File: src/rtl/calc_engine.sv
// Decimal entry, restoring divider and double-dabble display core for the keypad calculator.
// Optional leading-zero blanking is enabled by defining CALC_LEADING_BLANK_EN.
module calc_engine #(
  parameter int unsigned DIGITS = 3,
  parameter int unsigned WIDTH  = 10
) (
  input  logic                  clk,
  input  logic                  reset,
  input  logic                  digit_valid,
  input  logic [3:0]            digit_value,
  input  logic                  op_next,
  input  logic                  op_quot,
  input  logic                  op_rem,
  input  logic                  op_clear,
  output logic [4*DIGITS-1:0]   disp_bcd,
  output logic                  busy,
  output logic                  err,
  output logic [2:0]            state
);

  localparam int unsigned NB = 4 * DIGITS;
  localparam int unsigned CW = $clog2(DIGITS + 1);
  localparam int unsigned SW = $clog2(WIDTH + 1);

  typedef enum logic [2:0] {
    ENTER_A = 3'd0,
    ENTER_B = 3'd1,
    DIVIDE  = 3'd2,
    CONVERT = 3'd3,
    SHOW    = 3'd4,
    ERROR   = 3'd5
  } state_e;

  // All state lives in one record so clear and reset share the all-zero image.
  typedef struct packed {
    state_e            state;
    logic [WIDTH-1:0]  a_acc;
    logic [NB-1:0]     a_bcd;
    logic [CW-1:0]     a_cnt;
    logic [WIDTH-1:0]  b_acc;
    logic [NB-1:0]     b_bcd;
    logic [CW-1:0]     b_cnt;
    logic              sel;
    logic [WIDTH-1:0]  quot;
    logic [WIDTH-1:0]  rem;
    logic [WIDTH-1:0]  dq;
    logic [WIDTH-1:0]  dr;
    logic [WIDTH-1:0]  cbin;
    logic [NB-1:0]     cbcd;
    logic [SW-1:0]     step;
    logic [NB-1:0]     disp;
    logic              busy;
    logic              err;
  } regs_t;

  regs_t r_q, r_d;

  function automatic logic [NB-1:0] fmt(input logic [NB-1:0] v);
`ifdef CALC_LEADING_BLANK_EN
    logic          lead;
    logic [NB-1:0] o;
    lead = 1'b1;
    o    = v;
    for (int unsigned i = DIGITS - 1; i > 0; i--) begin
      if (lead && v[4*i +: 4] == 4'd0) o[4*i +: 4] = 4'hF;
      else                              lead = 1'b0;
    end
    return o;
`else
    return v;
`endif
  endfunction

  logic             digit_ok;
  logic [WIDTH-1:0] a_acc_nx, b_acc_nx;
  logic [NB-1:0]    a_bcd_nx, b_bcd_nx;
  logic [WIDTH:0]   shifted;
  logic             ge;
  logic [WIDTH-1:0] dq_nx, dr_nx;
  logic [NB-1:0]    cbcd_adj, cbcd_nx;
  logic [WIDTH-1:0] cbin_nx;
  logic             last_step;

  assign digit_ok  = digit_valid && (digit_value <= 4'd9);
  assign a_acc_nx  = (r_q.a_acc << 3) + (r_q.a_acc << 1) + WIDTH'(digit_value);
  assign b_acc_nx  = (r_q.b_acc << 3) + (r_q.b_acc << 1) + WIDTH'(digit_value);
  assign a_bcd_nx  = NB'({r_q.a_bcd, digit_value});
  assign b_bcd_nx  = NB'({r_q.b_bcd, digit_value});
  assign last_step = (r_q.step == SW'(WIDTH - 1));

  // Restoring division step: shift in the next dividend bit, subtract if it fits.
  assign shifted = {r_q.dr, r_q.dq[WIDTH-1]};
  assign ge      = (shifted >= {1'b0, r_q.b_acc});
  assign dq_nx   = {r_q.dq[WIDTH-2:0], ge};
  assign dr_nx   = ge ? WIDTH'(shifted - {1'b0, r_q.b_acc}) : shifted[WIDTH-1:0];

  always_comb begin
    cbcd_adj = r_q.cbcd;
    for (int unsigned i = 0; i < DIGITS; i++) begin
      if (r_q.cbcd[4*i +: 4] >= 4'd5) cbcd_adj[4*i +: 4] = r_q.cbcd[4*i +: 4] + 4'd3;
    end
  end

  assign {cbcd_nx, cbin_nx} = (NB + WIDTH)'({cbcd_adj, r_q.cbin} << 1);

  always_comb begin
    r_d = r_q;
    unique case (r_q.state)
      ENTER_A: begin
        if (op_next) begin
          r_d.state = ENTER_B;
          r_d.disp  = fmt(r_q.b_bcd);
        end else if (digit_ok && r_q.a_cnt < CW'(DIGITS)) begin
          r_d.a_acc = a_acc_nx;
          r_d.a_bcd = a_bcd_nx;
          r_d.a_cnt = r_q.a_cnt + 1'b1;
          r_d.disp  = fmt(a_bcd_nx);
        end
      end
      ENTER_B: begin
        if (op_quot || op_rem) begin
          r_d.sel = !op_quot;
          if (r_q.b_acc == '0) begin
            r_d.state = ERROR;
            r_d.err   = 1'b1;
            r_d.disp  = {DIGITS{4'hE}};
          end else begin
            r_d.state = DIVIDE;
            r_d.busy  = 1'b1;
            r_d.dq    = r_q.a_acc;
            r_d.dr    = '0;
            r_d.step  = '0;
          end
        end else if (digit_ok && r_q.b_cnt < CW'(DIGITS)) begin
          r_d.b_acc = b_acc_nx;
          r_d.b_bcd = b_bcd_nx;
          r_d.b_cnt = r_q.b_cnt + 1'b1;
          r_d.disp  = fmt(b_bcd_nx);
        end
      end
      DIVIDE: begin
        r_d.dq   = dq_nx;
        r_d.dr   = dr_nx;
        r_d.step = r_q.step + 1'b1;
        if (last_step) begin
          r_d.quot  = dq_nx;
          r_d.rem   = dr_nx;
          r_d.cbin  = r_q.sel ? dr_nx : dq_nx;
          r_d.cbcd  = '0;
          r_d.step  = '0;
          r_d.state = CONVERT;
        end
      end
      CONVERT: begin
        r_d.cbin = cbin_nx;
        r_d.cbcd = cbcd_nx;
        r_d.step = r_q.step + 1'b1;
        if (last_step) begin
          r_d.disp  = fmt(cbcd_nx);
          r_d.step  = '0;
          r_d.busy  = 1'b0;
          r_d.state = SHOW;
        end
      end
      SHOW: begin
        if (op_quot || op_rem) begin
          r_d.sel   = !op_quot;
          r_d.cbin  = op_quot ? r_q.quot : r_q.rem;
          r_d.cbcd  = '0;
          r_d.step  = '0;
          r_d.busy  = 1'b1;
          r_d.state = CONVERT;
        end
      end
      ERROR: ;
      default: r_d.state = ENTER_A;
    endcase
    if (op_clear) r_d = '0;
  end

  always_ff @(posedge clk) begin
    if (reset) r_q <= '0;
    else       r_q <= r_d;
  end

  assign disp_bcd = r_q.disp;
  assign busy     = r_q.busy;
  assign err      = r_q.err;
  assign state    = r_q.state;

endmodule

File: config.mk
export PLATFORM = sky130hd
export DESIGN_NAME = calc_engine
export DESIGN_NICKNAME = d
export VERILOG_FILES = /design/src/rtl/calc_engine.sv
export SDC_FILE = /design/constraint.sdc
export NUM_CORES = 1
export LEC_CHECK = 0
export CAP_MARGIN = 20
export CORE_MARGIN = 5
export CORE_UTILIZATION = 62
export CTS_CLUSTER_DIAMETER = 50
export DETAILED_ROUTE_END_ITERATION = 10
export MAX_ROUTING_LAYER = met4
export PLACE_DENSITY = 0.85
export SLEW_MARGIN = 10
export SYNTH_ARGS = -nofsm -noshare
export SYNTH_HDL_FRONTEND = slang
export SYNTH_SLANG_ARGS = --single-unit
File: constraint.sdc
create_clock -name clk -period 3.9 [get_ports clk]
set_clock_uncertainty 0.2 [all_clocks]
set_input_delay 0.78 -clock clk [delete_from_list [all_inputs] [get_ports clk]]
set_output_delay 0.78 -clock clk [all_outputs]
set_load 0.1 [all_outputs]
* Yosys cells after proc, flatten, opt, wreduce, memory -nomap -nowiden *
Cells that the tools add are included.
W data, S select, Z words.

storage, ports and cells
  bits in latches = 0
  memories = 0
  ROM bits = 0
  word-level logic and storage cells = 113
  RAM bits = 0
  input bits = 11
  output and inout bits = 17
  register bits after elaboration = 128

operators by class
  shift-type cells = 0
  mux-type cells = 34
  $mul = 0
  $add $sub $neg = 11
  div/mod/pow operators = 0
  eq/ne operators = 15
  reduce and logical (&&, ||, !) cells = 25
  order comparisons = 7
  bitwise gates (word level) = 3

operators with widths
  cell                   number
  $pmux W22 S3           1
  $mux W12               5
  $mux W26               2
  $mux W20               2
  $pmux W20 S2           1
  $pmux W12 S3           1
  $mux W10               3
  $mux W3                7
  $add A10 B10 Y10       2
  $add A10 B4 Y10        2
  $pmux W3 S6            1
  $mux W17               1
  $mux W4                4
  $pmux W4 S4            1
  $reduce_and A3 Y1      5
  $ge A4 B3 Y1 const B   3
  $ne A2 B2 Y1 const B   6
  $ge A11 B10 Y1         1
  $logic_not A10 Y1      1
  $reduce_and A5 Y1      2
  $sub A10 B10 Y10       1
  $ne A3 B3 Y1 const B   3
  $reduce_bool A3 Y1     3
  $add A4 B2 Y4 const B  2
  other kinds (23)       35

* Depth between registers and ports, before layout *
  depth after elaboration = 6
  mapped depth = 11
  depth with buffers taken out = 11

* Worst setup path before layout *
No wires, ideal clock.

  path kind = in2reg
  start point = input digit_value[3]
  end point = register r_q[128] in the netlist's numbering
  path buffers = 0
  arrival = 2.737 ns
  setup time = 0.115 ns
  stages on the path = 9
  required time = 3.585 ns
  path slack = 0.848 ns
  cell sequence = fa_1 ha_1 a21o_1 a21oi_1 o21ai_0 o41ai_1 xnor2_1 o21ai_0 and2_1

between the ends
  cells in the longest elaborated chain, start to end = 4
  elaborated cells on any way between the ends = 5
  those cells by class = add/sub (1); order compare (1); reduce/logical (3)

ends and longest elaborated chain
  what                                RTL line  source
  start, declared                     10        input logic [3:0] digit_value,
  $le A4 B4 Y1                        84        assign digit_ok = digit_valid && (digit_value <= 4'd9);
  $logic_and A1 B1 Y1                 84
  $logic_and A1 B1 Y1                 113       end else if (digit_ok && r_q.a_cnt < CW'(DIGITS)) begin
  $reduce_and A3 Y1 (no source line)  -
  end signal, assigned                183       else r_q <= r_d;
  end, declared                       56        regs_t r_q, r_d;

Several ways; a longest one is shown, not always the timed one.
A chain may end at the register's enable or synchronous reset.

* Worst setup path after layout *
Ends and elaborated chain as after synthesis.

==> impl_metrics.py <==
metrics = {
    "drt": {
        "drtPass1Iterations": 7,
        "drt-total-wl_microns": 18000,
        "vias": 6382,
        "wl_per_cell_microns": 17.4,
        "drc": 0,
        "drtIter0Drc": 697,
        "antenna_left": 0,
        "via_per_inst": 6.19,
    },
    "setup_path": {
        "crit_type": "input pin to flop",
        "path_delay_family": "compound AO/OA/AOI/OAI gates",
        "reg2reg_depth": 10,
        "startpoint_type": "input pin",
        "slowest_delay_ps": 570,
        "crit_cells": 10,
        "endpoint_kind": "flop",
        "arrival_ps": 3500,
        "crit_path_top_delay_cell": "fa_1",
        "path_cells": "clkdlybuf4s50_1 > fa_1 > ha_1 > a21o_1 > a21oi_1 > o21ai_0 > o41ai_1 > xnor2_1 > o21ai_0 > and2_1",
        "critPathMostFrequentCell": "o21ai_0",
        "worstPathMaxFanout": 3,
        "cp_num_buf_inv": 1,
        "crit_required_ps": 4020,
    },
    "synth": {
        "synth-edff-count": 0,
        "synth_top_area_share_pct": 35.2,
        "synth-main-ff-cell": "dfxtp_1",
        "synth_area_leader_cell": "dfxtp_1",
        "synth.avg_cell_area_sq_um": 8.22,
        "synthArstFlopShare_pct": 0,
        "syn-instance-count": 873,
        "synth_warnings": 0,
        "synth_area_sq_um": 7170,
        "synth_nets": 937,
        "ys_seq_elements": 126,
        "ys_seq_area_share_pct": 35.2,
        "synth_cell_types": 56,
        "synth.area.top_cells": "dfxtp_1 35%, ha_1 8.4%, a21oi_1 7.0%",
    },
    "die": {
        "dieArea_sq_um": 13800,
        "pin_count": 28,
        "start_util_pct": 63.1,
        "die_width_microns": 118,
        "fp.dieH_microns": 118,
        "core_sq_um": 11400,
        "num_rows": 39,
    },
    "clocking": {
        "cts_sinks": 126,
        "cts_made_buffers": 17,
        "post_cts_buffers": 0,
        "htree_levels": 4,
        "clock_latency_ps": 420,
        "cts_resized": 0,
        "cts.clk_slew.worst_paths_ps": 60,
        "cts_tree": "yes",
        "cts_hold_buffers": 0,
        "cts_root_buf": "clkbuf_16",
        "clk_path_buf_depth": 2,
    },
    "timing": {
        "worst_pin_slew_ps": 1000,
        "fmax_mhz": 296,
        "holdWs_ps": 250,
        "setup-violations-final": 0,
        "period_minus_slack_ps": 3380,
        "fin_setup_tns_ps": 0,
        "drv_slew": 0,
        "fin_crit_sh_pct": 86.7,
        "max_slew_margin_pct": 33.1,
        "rsz0062_at_grt": "false",
        "hold_viol": 0,
    },
    "global_routing": {
        "grt_start_max_net_pins": 53,
        "gr-usage-all-layers_pct": 26.5,
        "overflow": 0,
        "grt_pass1_wl_microns": 29600,
        "first_global_vias": 5960,
        "antenna_found_initial": 0,
    },
    "placement": {
        "port_buffers": 27,
        "hpwlAfterDp_microns": 12100,
        "gp_congestion": 0.870,
    },
    "power_and_ir_drop": {
        "power_density_nw_per_um2": 381,
        "vdd_drop_max_mv": 0.406,
        "leakagePower_nw": 3.32,
    },
    "hold_path": {
        "worstHoldPathCells": 2,
        "min_path_type": "flop to flop",
    },
    "run_status": {
        "status": "complete, no violations",
    },
    "flow_run": {
        "cap_violations": 0,
    },
    "cells_and_area": {
        "area_growth_pct": 11.8,
        "num_antenna_cells": 0,
        "final_nets": 939,
        "layout-drive-gt1-share_pct": 8.45,
    },
}
==> stage by stage <==
stage / worst slack (ps) / cell area, sq um / power, mW / std cells / utilization [%]
detailed placement: 102 / 7450 / 1.53 / 999 / 65.5
floorplan: 848 / 7170 / 1.48 / 873 / -
global placement: 162 / 7450 / 1.52 / 999 / 65.5
global route: 359 / 8020 / 3.13 / 1031 / 70.5
CTS: 525 / 8020 / 3.05 / 1031 / 70.5
finish: 518 / 8020 / 3.05 / 1031 / 70.5
==> cells by family (layout without fill, tap and decap cells) <==
kind of cell    after synthesis  in the layout  share of synthesized area [%]
compound gates              231            231                           19.6
simple gates                284            284                           17.4
flops                       126            126                           35.2
xor+xnor                     30             30                           3.66
mux                          59             59                           8.41
fa+ha+maj                    53             53                           9.77
buf+inv                      90            105                           5.95
==> routing by layer <==
layer  up-vias  global-route usage, %  wire length (microns)
met1      3004                   35.5                   7850
li1       3073                      -                      -
met4         0                   9.03                    338
met5         -                      -                      0
met3        37                   4.85                   1540
met2       268                   40.4                   8250
==> Yosys cell counts, types with 3 or more instances <==
master    instances
and2_1            3
buf_1             3
nor2b_1           3
mux2_2           10
mux2i_1          49
fa_1              5
ha_1             48
o221ai_1          4
xor2_1            9
nor2_1          112
a21oi_1         101
nand3_1          10
inv_1            24
dfxtp_1         126
nand2b_1          8
a211o_1           3
nand4_1           4
a21o_1            7
o21ai_0          53
o22a_1            4
xnor2_1          21
o211ai_1          4
a22oi_1           9
buf_4            16
a221oi_1          5
nor3_1           13
a211oi_1         19
a222oi_1          6
or3_1             6
nor3b_1           5
nor4_1            3
nand2_1         100
clkbuf_1         34
buf_2            11
and3_1            3
==> state kept, by name, summed over array words and instances, names as in the netlist <==
| register | flops |
|---|---|
| err | 1 |
| dq_nx | 9 |
| state | 3 |
| disp_bcd | 12 |
| b_bcd_nx | 7 |
| cbin_nx | 9 |
| a_bcd_nx | 7 |
| r_q | 76 |
| cbcd_nx | 1 |
| busy | 1 |
==> power breakdown <==
group | internal [mW] | switching [mW] | leakage, nW | total [mW]
Clock | 0.941 | 0.609 | 0.270 | 1.55
Sequential | 1.29 | 0.00644 | 1.02 | 1.30
Combinational | 0.0662 | 0.137 | 2.03 | 0.203
==> cell type report <==
| cell class | instances | area, sq um |
|---|---|---|
| inverter | 24 | 90.1 |
| sequential | 126 | 2520 |
| fill | 853 | 3350 |
| multi-input combinational | 657 | 4230 |
| tap | 143 | 179 |
| clock buffer | 19 | 433 |
| clock inverter | 13 | 140 |
| timing repair buffer | 49 | 428 |
==> layout by cell type (no fill, tap or decap), types with 24 or more instances in the layout <==
cell,count
inv_1,24
clkdlybuf4s50_1,24
buf_4,25
mux2i_1,49
nand2_1,100
o21ai_0,53
nor2_1,112
ha_1,48
dfxtp_1,126
a21oi_1,101
==> worst paths after layout <==
path / slack, ps / startpoint / endpoint
setup / recovery: 520 / digit_value[3] / r_q[128]
hold / removal: 250 / r_q[78] / r_q[78]
setup reg to reg: 710 / r_q[95] / cbin_nx[7]
hold reg to reg: 250 / r_q[78] / r_q[78]
==> worst reg2reg max path, stage by stage, from the launching register on <==
cell and delay, ps:
dfxtp_1 610, ha_1 280, inv_1 70, fa_1 410, a211oi_1 400, o21bai_1 130, a21oi_1 180, xnor2_1 90
mux2i_1 420, a211o_1 200, o31ai_1 60
Power figures use the tool's default switching activity.
